--- config.mk ---
export PLATFORM = sky130hd
export DESIGN_NAME = stage_ex_flat
export DESIGN_NICKNAME = d
export VERILOG_FILES = /design/src/rtl/stage_ex_if.sv /design/src/rtl/stage_ex.sv /design/src/flat_wrapper.sv
export SDC_FILE = /design/constraint.sdc
export NUM_CORES = 2
export LEC_CHECK = 0
export ABC_AREA = 1
export CORE_UTILIZATION = 45
export DETAILED_ROUTE_END_ITERATION = 7
export GPL_ROUTABILITY_DRIVEN = 0
export HOLD_SLACK_MARGIN = 0.12
export PLACE_DENSITY = 0.69
export SETUP_SLACK_MARGIN = 0.4
export SYNTH_ARGS = -nofsm -noshare
export SYNTH_HDL_FRONTEND = slang
export SYNTH_SLANG_ARGS = --single-unit
--- constraint.sdc ---
create_clock -name clk -period 10.7 [get_ports clk]
set_clock_uncertainty 0.05 [all_clocks]
set_input_delay 2.14 -clock clk [delete_from_list [all_inputs] [get_ports clk]]
set_output_delay 2.14 -clock clk [all_outputs]
set_load 0.05 [all_outputs]
--- src/rtl/stage_ex_if.sv ---
// rtl/stage_ex_if.sv - ID/EX operand bundle and EX/MEM result bundle of the execute stage
// Signals:
//   ID/EX side  : busa_in, busb_in, funct3_in, imm_in, op_in, pc_in, rd_in (driven by master)
//   EX/MEM side : alu_out, busb_out, funct3_out, op_out, rd_out, branch_taken, branch_target
//   stall_ex    : combinational hold request back to IF/ID and ID/EX
// Modports: master = upstream pipeline / bench, slave = stage_ex.
interface stage_ex_if;
  logic [31:0] busa_in;
  logic [31:0] busb_in;
  logic [2:0]  funct3_in;
  logic [31:0] imm_in;
  logic [6:0]  op_in;
  logic [31:0] pc_in;
  logic [4:0]  rd_in;
  logic        stall_ex;
  logic [31:0] alu_out;
  logic [31:0] busb_out;
  logic [2:0]  funct3_out;
  logic [6:0]  op_out;
  logic [4:0]  rd_out;
  logic        branch_taken;
  logic [31:0] branch_target;

  modport master (
    output busa_in, busb_in, funct3_in, imm_in, op_in, pc_in, rd_in,
    input  stall_ex, alu_out, busb_out, funct3_out, op_out, rd_out,
           branch_taken, branch_target
  );

  modport slave (
    input  busa_in, busb_in, funct3_in, imm_in, op_in, pc_in, rd_in,
    output stall_ex, alu_out, busb_out, funct3_out, op_out, rd_out,
           branch_taken, branch_target
  );
endinterface

--- src/rtl/stage_ex.sv ---
// rtl/stage_ex.sv - RV32IM execute stage with iterative mul/div and EX/MEM register
// Ports:
//   clk : rising-edge clock
//   rst : synchronous active-high reset
//   ex  : stage_ex_if.slave (ID/EX inputs, EX/MEM registered outputs, stall_ex)
// Single-cycle ops land in the output register one edge after they appear.
// M ops occupy an IDLE->MUL/DIV->DONE sequence; the result is written on the
// edge leaving DONE and the output register carries bubbles until then.
module stage_ex #(
  parameter int XLEN      = 32,
  parameter int MD_CYCLES = 32
) (
  input logic     clk,
  input logic     rst,
  stage_ex_if.slave ex
);
  localparam logic [6:0] OP_OP     = 7'b0110011;
  localparam logic [6:0] OP_IMM    = 7'b0010011;
  localparam logic [6:0] OP_LUI    = 7'b0110111;
  localparam logic [6:0] OP_AUIPC  = 7'b0010111;
  localparam logic [6:0] OP_LOAD   = 7'b0000011;
  localparam logic [6:0] OP_STORE  = 7'b0100011;
  localparam logic [6:0] OP_JAL    = 7'b1101111;
  localparam logic [6:0] OP_JALR   = 7'b1100111;
  localparam logic [6:0] OP_BRANCH = 7'b1100011;
  localparam int         CW        = $clog2(MD_CYCLES);
  localparam logic [CW-1:0] CNT_LAST = CW'(MD_CYCLES - 1);

  typedef enum logic [1:0] {IDLE, MUL, DIV, DONE} state_t;
  state_t state, state_next;

  logic [2*XLEN-1:0] acc;       // MUL: {hi, multiplier}; DIV: {remainder, quotient}
  logic [XLEN-1:0]   opb;       // multiplicand or divisor magnitude
  logic              md_neg_a, md_neg_b, md_zero;
  logic [2:0]        md_f3;
  logic [4:0]        md_rd;
  logic [6:0]        md_op;
  logic [CW-1:0]     count;
  logic              stall;

  wire is_m = (ex.op_in == OP_OP) && ex.imm_in[5];

  // FSM next state and stall
  always_comb begin
    state_next = state;
    stall      = 1'b0;
    case (state)
      IDLE: if (is_m) begin
        stall      = 1'b1;
        state_next = ex.funct3_in[2] ? DIV : MUL;
      end
      MUL, DIV: begin
        stall = 1'b1;
        if (count == CNT_LAST) state_next = DONE;
      end
      DONE:    state_next = IDLE;
      default: state_next = IDLE;
    endcase
  end

  assign ex.stall_ex = stall;

  // Operand signedness: MULH/MULHSU sign rs1, MULH signs rs2, DIV/REM sign both.
  logic            sgn_a, sgn_b;
  logic [XLEN-1:0] mag_a, mag_b;
  always_comb begin
    sgn_a = ex.funct3_in[2] ? !ex.funct3_in[0]
                            : (ex.funct3_in[1:0] == 2'b01 || ex.funct3_in[1:0] == 2'b10);
    sgn_b = ex.funct3_in[2] ? !ex.funct3_in[0] : (ex.funct3_in[1:0] == 2'b01);
    mag_a = (sgn_a && ex.busa_in[XLEN-1]) ? -ex.busa_in : ex.busa_in;
    mag_b = (sgn_b && ex.busb_in[XLEN-1]) ? -ex.busb_in : ex.busb_in;
  end

  // One shift-add step and one restoring-divide step
  logic [XLEN:0]     mul_sum, div_trial, div_diff;
  logic [2*XLEN-1:0] mul_next, div_next;
  always_comb begin
    mul_sum   = {1'b0, acc[2*XLEN-1:XLEN]} + {1'b0, (acc[0] ? opb : '0)};
    mul_next  = {mul_sum, acc[XLEN-1:1]};
    div_trial = {acc[2*XLEN-1:XLEN], acc[XLEN-1]};
    div_diff  = div_trial - {1'b0, opb};
    div_next  = (div_trial >= {1'b0, opb})
              ? {div_diff[XLEN-1:0], acc[XLEN-2:0], 1'b1}
              : {div_trial[XLEN-1:0], acc[XLEN-2:0], 1'b0};
  end

  // Sign correction; remainder follows the dividend, so a zero divisor
  // naturally returns the original dividend.
  logic [2*XLEN-1:0] prod_s;
  logic [XLEN-1:0]   quot_s, rem_s, md_res;
  always_comb begin
    prod_s = (md_neg_a ^ md_neg_b) ? -acc : acc;
    quot_s = md_zero ? '1 : ((md_neg_a ^ md_neg_b) ? -acc[XLEN-1:0] : acc[XLEN-1:0]);
    rem_s  = md_neg_a ? -acc[2*XLEN-1:XLEN] : acc[2*XLEN-1:XLEN];
    case (md_f3)
      3'b000:                 md_res = prod_s[XLEN-1:0];
      3'b001, 3'b010, 3'b011: md_res = prod_s[2*XLEN-1:XLEN];
      3'b100, 3'b101:         md_res = quot_s;
      default:                md_res = rem_s;
    endcase
  end

  // Single-cycle ALU and branch resolution
  logic [XLEN-1:0] alu_b, alu_res, pc_imm;
  logic [4:0]      shamt;
  logic            br_cond;
  always_comb begin
    alu_b  = (ex.op_in == OP_OP) ? ex.busb_in : ex.imm_in;
    shamt  = alu_b[4:0];
    pc_imm = ex.pc_in + ex.imm_in;
    case (ex.funct3_in)
      3'b000:  alu_res = (ex.op_in == OP_OP && ex.imm_in[10]) ? ex.busa_in - alu_b
                                                             : ex.busa_in + alu_b;
      3'b001:  alu_res = ex.busa_in << shamt;
      3'b010:  alu_res = {{(XLEN-1){1'b0}}, $signed(ex.busa_in) < $signed(alu_b)};
      3'b011:  alu_res = {{(XLEN-1){1'b0}}, ex.busa_in < alu_b};
      3'b100:  alu_res = ex.busa_in ^ alu_b;
      3'b101:  alu_res = ex.imm_in[10] ? $unsigned($signed(ex.busa_in) >>> shamt)
                                       : ex.busa_in >> shamt;
      3'b110:  alu_res = ex.busa_in | alu_b;
      default: alu_res = ex.busa_in & alu_b;
    endcase
    case (ex.funct3_in)
      3'b000:  br_cond = ex.busa_in == ex.busb_in;
      3'b001:  br_cond = ex.busa_in != ex.busb_in;
      3'b100:  br_cond = $signed(ex.busa_in) <  $signed(ex.busb_in);
      3'b101:  br_cond = $signed(ex.busa_in) >= $signed(ex.busb_in);
      3'b110:  br_cond = ex.busa_in <  ex.busb_in;
      3'b111:  br_cond = ex.busa_in >= ex.busb_in;
      default: br_cond = 1'b0;
    endcase
  end

  // Next EX/MEM contents; zero is the bubble
  logic [XLEN-1:0] nx_alu, nx_busb, nx_target;
  logic [2:0]      nx_f3;
  logic [6:0]      nx_op;
  logic [4:0]      nx_rd;
  logic            nx_taken, pass;
  always_comb begin
    nx_alu = '0; nx_busb = '0; nx_target = '0; nx_f3 = '0;
    nx_op = '0; nx_rd = '0; nx_taken = 1'b0; pass = 1'b1;
    if (state == DONE) begin
      nx_alu = md_res; nx_f3 = md_f3; nx_op = md_op; nx_rd = md_rd;
      pass   = 1'b0;
    end else if (state == IDLE && !is_m) begin
      case (ex.op_in)
        OP_OP, OP_IMM:     nx_alu = alu_res;
        OP_LUI:            nx_alu = ex.imm_in;
        OP_AUIPC:          nx_alu = pc_imm;
        OP_LOAD, OP_STORE: nx_alu = ex.busa_in + ex.imm_in;
        OP_JAL: begin
          nx_alu = ex.pc_in + 32'd4; nx_target = pc_imm; nx_taken = 1'b1;
        end
        OP_JALR: begin
          nx_alu    = ex.pc_in + 32'd4;
          nx_target = (ex.busa_in + ex.imm_in) & ~32'd1;
          nx_taken  = 1'b1;
        end
        OP_BRANCH: begin
          nx_target = pc_imm; nx_taken = br_cond;
        end
        default: pass = 1'b0;  // bubble or unknown opcode
      endcase
      if (pass) begin
        nx_busb = ex.busb_in; nx_f3 = ex.funct3_in; nx_op = ex.op_in; nx_rd = ex.rd_in;
      end
    end
  end

  always_ff @(posedge clk) begin
    if (rst) begin
      state    <= IDLE;
      acc      <= '0;
      opb      <= '0;
      md_neg_a <= 1'b0;
      md_neg_b <= 1'b0;
      md_zero  <= 1'b0;
      md_f3    <= '0;
      md_rd    <= '0;
      md_op    <= '0;
      count    <= '0;
      ex.alu_out       <= '0;
      ex.busb_out      <= '0;
      ex.funct3_out    <= '0;
      ex.op_out        <= '0;
      ex.rd_out        <= '0;
      ex.branch_taken  <= 1'b0;
      ex.branch_target <= '0;
    end else begin
      state <= state_next;
      case (state)
        IDLE: if (is_m) begin
          acc      <= {{XLEN{1'b0}}, mag_a};
          opb      <= mag_b;
          md_neg_a <= sgn_a && ex.busa_in[XLEN-1];
          md_neg_b <= sgn_b && ex.busb_in[XLEN-1];
          md_zero  <= (ex.busb_in == '0);
          md_f3    <= ex.funct3_in;
          md_rd    <= ex.rd_in;
          md_op    <= ex.op_in;
          count    <= '0;
        end
        MUL: begin acc <= mul_next; count <= count + 1'b1; end
        DIV: begin acc <= div_next; count <= count + 1'b1; end
        default: count <= '0;
      endcase
      ex.alu_out       <= nx_alu;
      ex.busb_out      <= nx_busb;
      ex.funct3_out    <= nx_f3;
      ex.op_out        <= nx_op;
      ex.rd_out        <= nx_rd;
      ex.branch_taken  <= nx_taken;
      ex.branch_target <= nx_target;
    end
  end
endmodule

--- src/flat_wrapper.sv ---
// flat-port wrapper written by rule: the top's interface ports become plain ports
module stage_ex_flat 
#(
  parameter int XLEN      = 32,
  parameter int MD_CYCLES = 32
)
  (clk, rst, ex_busa_in, ex_busb_in, ex_funct3_in, ex_imm_in, ex_op_in, ex_pc_in, ex_rd_in, ex_stall_ex, ex_alu_out, ex_busb_out, ex_funct3_out, ex_op_out, ex_rd_out, ex_branch_taken, ex_branch_target);
  stage_ex_if ex_i ();
  input logic clk;
  input logic rst;
  input wire logic [$bits(ex_i.busa_in)-1:0] ex_busa_in;
  input wire logic [$bits(ex_i.busb_in)-1:0] ex_busb_in;
  input wire logic [$bits(ex_i.funct3_in)-1:0] ex_funct3_in;
  input wire logic [$bits(ex_i.imm_in)-1:0] ex_imm_in;
  input wire logic [$bits(ex_i.op_in)-1:0] ex_op_in;
  input wire logic [$bits(ex_i.pc_in)-1:0] ex_pc_in;
  input wire logic [$bits(ex_i.rd_in)-1:0] ex_rd_in;
  output wire logic [$bits(ex_i.stall_ex)-1:0] ex_stall_ex;
  output wire logic [$bits(ex_i.alu_out)-1:0] ex_alu_out;
  output wire logic [$bits(ex_i.busb_out)-1:0] ex_busb_out;
  output wire logic [$bits(ex_i.funct3_out)-1:0] ex_funct3_out;
  output wire logic [$bits(ex_i.op_out)-1:0] ex_op_out;
  output wire logic [$bits(ex_i.rd_out)-1:0] ex_rd_out;
  output wire logic [$bits(ex_i.branch_taken)-1:0] ex_branch_taken;
  output wire logic [$bits(ex_i.branch_target)-1:0] ex_branch_target;
  assign ex_i.busa_in = ex_busa_in;
  assign ex_i.busb_in = ex_busb_in;
  assign ex_i.funct3_in = ex_funct3_in;
  assign ex_i.imm_in = ex_imm_in;
  assign ex_i.op_in = ex_op_in;
  assign ex_i.pc_in = ex_pc_in;
  assign ex_i.rd_in = ex_rd_in;
  assign ex_stall_ex = ex_i.stall_ex;
  assign ex_alu_out = ex_i.alu_out;
  assign ex_busb_out = ex_i.busb_out;
  assign ex_funct3_out = ex_i.funct3_out;
  assign ex_op_out = ex_i.op_out;
  assign ex_rd_out = ex_i.rd_out;
  assign ex_branch_taken = ex_i.branch_taken;
  assign ex_branch_target = ex_i.branch_target;
  stage_ex #(.XLEN(XLEN), .MD_CYCLES(MD_CYCLES)) u_core (.clk(clk), .rst(rst), .ex(ex_i));
endmodule
== Word level (Yosys, flattened, before mapping) ==
Index checks and enable logic that the tools add are counted.
Word-level totals
  memories: 0
  bits in writable memories: 0
  input port bits: 145
  register bits: 233
  latch bits: 0
  memory bits (read-only): 0
Operators by class
  shifts and indexed selects: 3
  magnitude comparators: 7
  $mul: 0
  div/mod/pow operators: 0
  bitwise logic cells: 6
  muxes and demuxes: 43
  reductions and logical operators: 26
  add/sub/neg operators: 13
  eq/ne operators: 31
Operators with widths (number)
  two-way mux 32 bit: 11
  one-hot mux 32 bit (7 select lines): 1
  two-way mux 64 bit: 3
  one-hot mux 64 bit (3 select lines): 1
  one-hot mux 32 bit (5 select lines): 1
  less-than comparator 32 bit: 4
  negator 32 bit: 4
  adder 32 bit: 3
  one-hot mux 32 bit (3 select lines): 1
  greater-or-equal comparator 32 bit: 2
  negator 64 bit: 1
  one-hot mux 32 bit (2 select lines): 1
  subtractor 32 bit: 2
  adder 32 x 32 -> 33 bit: 1
  greater-or-equal comparator 33 x 32 -> 1 bit: 1
  adder 32 x 3 -> 32 bit (second input constant): 1
  bitwise AND 32 bit: 1
  equality test 32 bit: 1
  logical NOT 32 bit: 1
  != test 32 bit: 1
  OR 32 bit: 1
  << shifter 32 x 5 -> 32 bit: 1
  >> shifter 32 x 5 -> 32 bit: 1
  >>> shifter 32 x 5 -> 32 bit: 1
  35 further kinds: 83

== Depth between registers and ports, before layout ==
  depth in word-level cells: 9
  depth in mapped cells: 30

== Worst setup path before layout ==
No wires, ideal clock.
  path type: input -> output
  start point: input port ex_op_in[2]
  end point: output port ex_stall_ex
  stages on the path: 8
  data required time: 8510 ps
  setup slack: 4511 ps
  data arrival time: 3999 ps
  cells stage by stage: inv_1 -> nand2_1 -> nor2_4 -> nand3_1 -> nor2_1 -> inv_2 -> clkbuf_1 -> a21oi_1
On the way
  cells in the longest elaborated chain, start to end: 4
RTL lines
  start: declaration: RTL line flat_wrapper.sv:15  | input wire logic [$bits(ex_i.op_in)-1:0] ex_op_in;
  equality test 7 x 6 -> 1 bit: RTL line stage_ex.sv:41  | wire is_m = (ex.op_in == OP_OP) && ex.imm_in[5];
  logical AND 1 bit: RTL line stage_ex.sv:41
  two-way mux 1 bit: RTL line stage_ex.sv:48  | IDLE: if (is_m) begin
  one-hot mux 1 bit (2 select lines): RTL line stage_ex.sv:47  | case (state)
  end: declaration: RTL line flat_wrapper.sv:18  | output wire logic [$bits(ex_i.stall_ex)-1:0] ex_stall_ex;
No other way between the ends.

== Worst setup path after layout ==
  start point: input port ex_op_in[3]
  end point: output port ex_stall_ex
The elaborated chain is that of the path after synthesis.

==> flow_summary_export.csv <==
group,metric,value,unit
clock_network,cts_setup_buffers,0,
global_routing,antenna_found_initial,11,
yosys,yosys.area.top_type,"nand2_1",
clock_network,cts_buffer_depth,3,
die,num_io_pins,258,
pwr,total_leakage_power,18.0,nW
clock_network,cts_tree,"built",
timing,fin_tns_setup,0,ns
die,coreArea,71400,um2
clock_network,h-tree-depth,1,
detailed_routing,dr_total_vias,41700,
worst_setup_path,cp_slowest_cell,"clkdlybuf4s50_1",
detailed_routing,first_pass_iters,8,
worst_setup_path,end_kind,"primary output",
timing,hold_viol_final,0,
pwr,powerDensity,119,nW/um2
clock_network,clock-sinks,233,
placed_design,port_buffers,257,
pwr,peakVddDrop,117,uV
timing,layout_min_cycle_time,7.55,ns
detailed_routing,drc_errors,9,
worst_setup_path,worstPathCellList,"clkdlybuf4s50_1, inv_2, nand2_1, nor2_4, nand3_1, nor2_4, buf_4, inv_2, a21oi_1, clkdlybuf4s50_1",
global_routing,grt_max_degree,95,
timing,fin_crit_sh,70.5,%
run_status,status,"finished with violations",
yosys,syn_area_per_cell,5.75,um2
timing,drv_slew,0,
layout,drive_above_1_share,4.27,%
worst_hold_path,holdCritPathClass,"reg2reg",
yosys,synth_most_common_cell,"nand2_1",
yosys,yosysWarnings,0,
timing,tightest_slew,1.20,ns
worst_setup_path,cp.required,8.51,ns
yosys,synth_top_area_share,15.9,%
yosys,synth_cell_types,74,
yosys,synth_fa_ha_area_share,10.5,%
worst_setup_path,cp_num_buf_inv,5,
yosys,synth_seq_area_share,14.4,%
timing,setup_slack,3.15,ns
yosys,synth-simple-area-share,33.3,%
die,die_area,73200,um2
worst_setup_path,cp.arrival,5.36,ns
yosys,synth_compound_area_share,25.5,%
timing,max_slew_margin,19.1,%
detailed_routing,wl_per_cell,23.3,um
die,die_w,270,um
yosys,synth.area.top_cells,"nand2_1, dfxtp_1, ha_1",
worst_setup_path,cp_max_fo,60,
layout,area_growth_syn_to_layout,13.3,%
yosys,syn_area,32400,um2
timing,rsz0062_at_grt,"false",
worst_setup_path,critPathTopFamily,"buffers and inverters",
placed_design,dp_hpwl,121000,um
layout,nFillCells,7574,
global_routing,grt_pass1_vias,37200,
global_routing,overflow,0,
clock_network,clock_latency,0.58,ns
clock_network,cts_hold_buffers,0,
yosys,synthArstFlopShare,0,%
yosys,syn_nets,6058,
clock_network,ctsRootBufferMaster,"clkbuf_16",
detailed_routing,wl,157000,um
yosys,ys.flop_type,"dfxtp_1",
detailed_routing,detail_route.iter0.violations,6259,
global_routing,grt_pass1_wl,231000,um
timing,whs,0.397,ns
timing,setup-violations-final,0,
yosys,synth_seq_cells,233,
layout,final_nets,6179,
yosys,syn_inst,5643,
yosys,synth_top_family_by_area,"simple AND/OR/NAND/NOR gates",
clock_network,path_clk_slew,0.06,ns
timing,max_freq,0.133,GHz
worst_setup_path,worstSetupPathType,"in2out",
placed_design,dp_slack,3.20,ns
worst_setup_path,max_stage_delay,0.82,ns
yosys,synth_enable_flop_cells,0,
die,rows,98,
worst_setup_path,worst_setup_path_start_kind,"input port",
detailed_routing,avgViaCountPerCell,6.19,
yosys,synth_mux_area_share,0.586,%
die,dieHeight,270,um
detailed_routing,drtAntennaViolNets,0,
die,start_util,45.5,%
yosys,synth_xor_xnor_area_share,4.10,%
job,cap_violations,0,
clock_network,cts_made_buffers,27,
run_status,failed_checks,"design-rule violations",
global_routing,grt_usage,41.1,%
clock_network,ctsResizeCount,0,
yosys,synthTopCellsByCount,"nand2_1, inv_1, a21oi_1, nor2_1, o21ai_0",
path summary, 6_finish.rpt:
path                                      start                    end  slack (ns)  cells past startpoint
worst max-delay path                ex_op_in[3]            ex_stall_ex        3.15                     10
worst min-delay path            u_core.md_op[3]        u_core.md_op[3]        0.40                      2
worst max register to register  u_core.md_neg_a  u_core.ex.alu_out[17]        6.04                     13
worst min register to register  u_core.md_op[3]        u_core.md_op[3]        0.40                      2
metrics by stage:
step / area [um2] / utilization, % / total power [mW] / std cells
floorplan: 32400 / - / 2.56 / 5643
global placement: 35800 / 50.2 / 3.26 / 6685
detailed placement: 35800 / 50.2 / 3.28 / 6685
CTS: 36700 / 51.5 / 4.27 / 6734
global route: 36700 / 51.5 / 4.60 / 6734
finish: 36700 / 51.5 / 4.38 / 6740
worst reg2reg max path: stages (launching register included):
cell and delay, ns:
dfxtp_1 0.97, inv_1 0.68, or2_2 0.48, nand2_2 0.06
buf_4 0.52, inv_1 0.32, buf_4 0.31, o21ai_1 0.42
o21bai_1 0.20, a21oi_1 0.09, o21ai_1 0.12, o21ai_0 0.11
nand3_1 0.10, nand2_1 0.10
state kept, by name, indices dropped and copies added (netlist names), 3 cells and up:
| signal | count |
|---|---|
| u_core.ex.alu_out | 32 |
| u_core.md_f3 | 3 |
| u_core.ex.op_out | 7 |
| u_core.ex.rd_out | 5 |
| u_core.opb | 32 |
| u_core.count | 5 |
| u_core.md_op | 7 |
| u_core.acc | 64 |
| u_core.md_rd | 5 |
| u_core.ex.funct3_out | 3 |
| u_core.ex.branch_target | 32 |
| u_core.ex.busb_out | 32 |
layout by cell type, fill, tap and decap left out, drive strengths merged, types with 111 or more instances in the layout:
cell type | netlist | routed
a21oi | 539 | 539
clkdlybuf4s50 | 0 | 256
dfxtp | 233 | 233
ha | 265 | 265
inv | 722 | 725
nand2 | 1385 | 1385
nand3 | 391 | 391
nor2 | 529 | 529
nor3 | 111 | 111
o21ai | 521 | 521
xor2 | 118 | 118
power by group:
group / internal (mW) / total, mW / switching, mW
Clock: 0.574 / 0.997 / 0.423
Sequential: 0.917 / 0.968 / 0.0510
Combinational: 0.705 / 2.42 / 1.71
metal layers:
| metal | up-vias | wire length, um | track usage (%) |
|---|---|---|---|
| met5 | - | 174 | 0.789 |
| met1 | 18600 | 58000 | 50.7 |
| met4 | 16 | 12600 | 25.4 |
| met2 | 3165 | 62100 | 59.4 |
| li1 | 19200 | - | - |
| met3 | 750 | 24500 | 16.1 |
cells by family after synthesis:
logic type                 Yosys count
AOI/OAI and AO/OA                 1438
xor gates and xnor gates           152
adders and majority gates          270
buffers and inverters              966
DFF                                233
muxes                               19
and+or+nand+nor                   2565
cell type report:
class	count	area, um2	share of cell area [%]
clock inverters	15	183	0.497
diodes	6	15.0	0.0409
flip-flops and latches	233	4660	12.7
multi-input cells	4444	24100	65.6
repair buffers	331	3130	8.51
clock buffers	34	752	2.05
well taps	950	1190	3.24
inverters	727	2730	7.43
(Power assumes the default switching activity.)
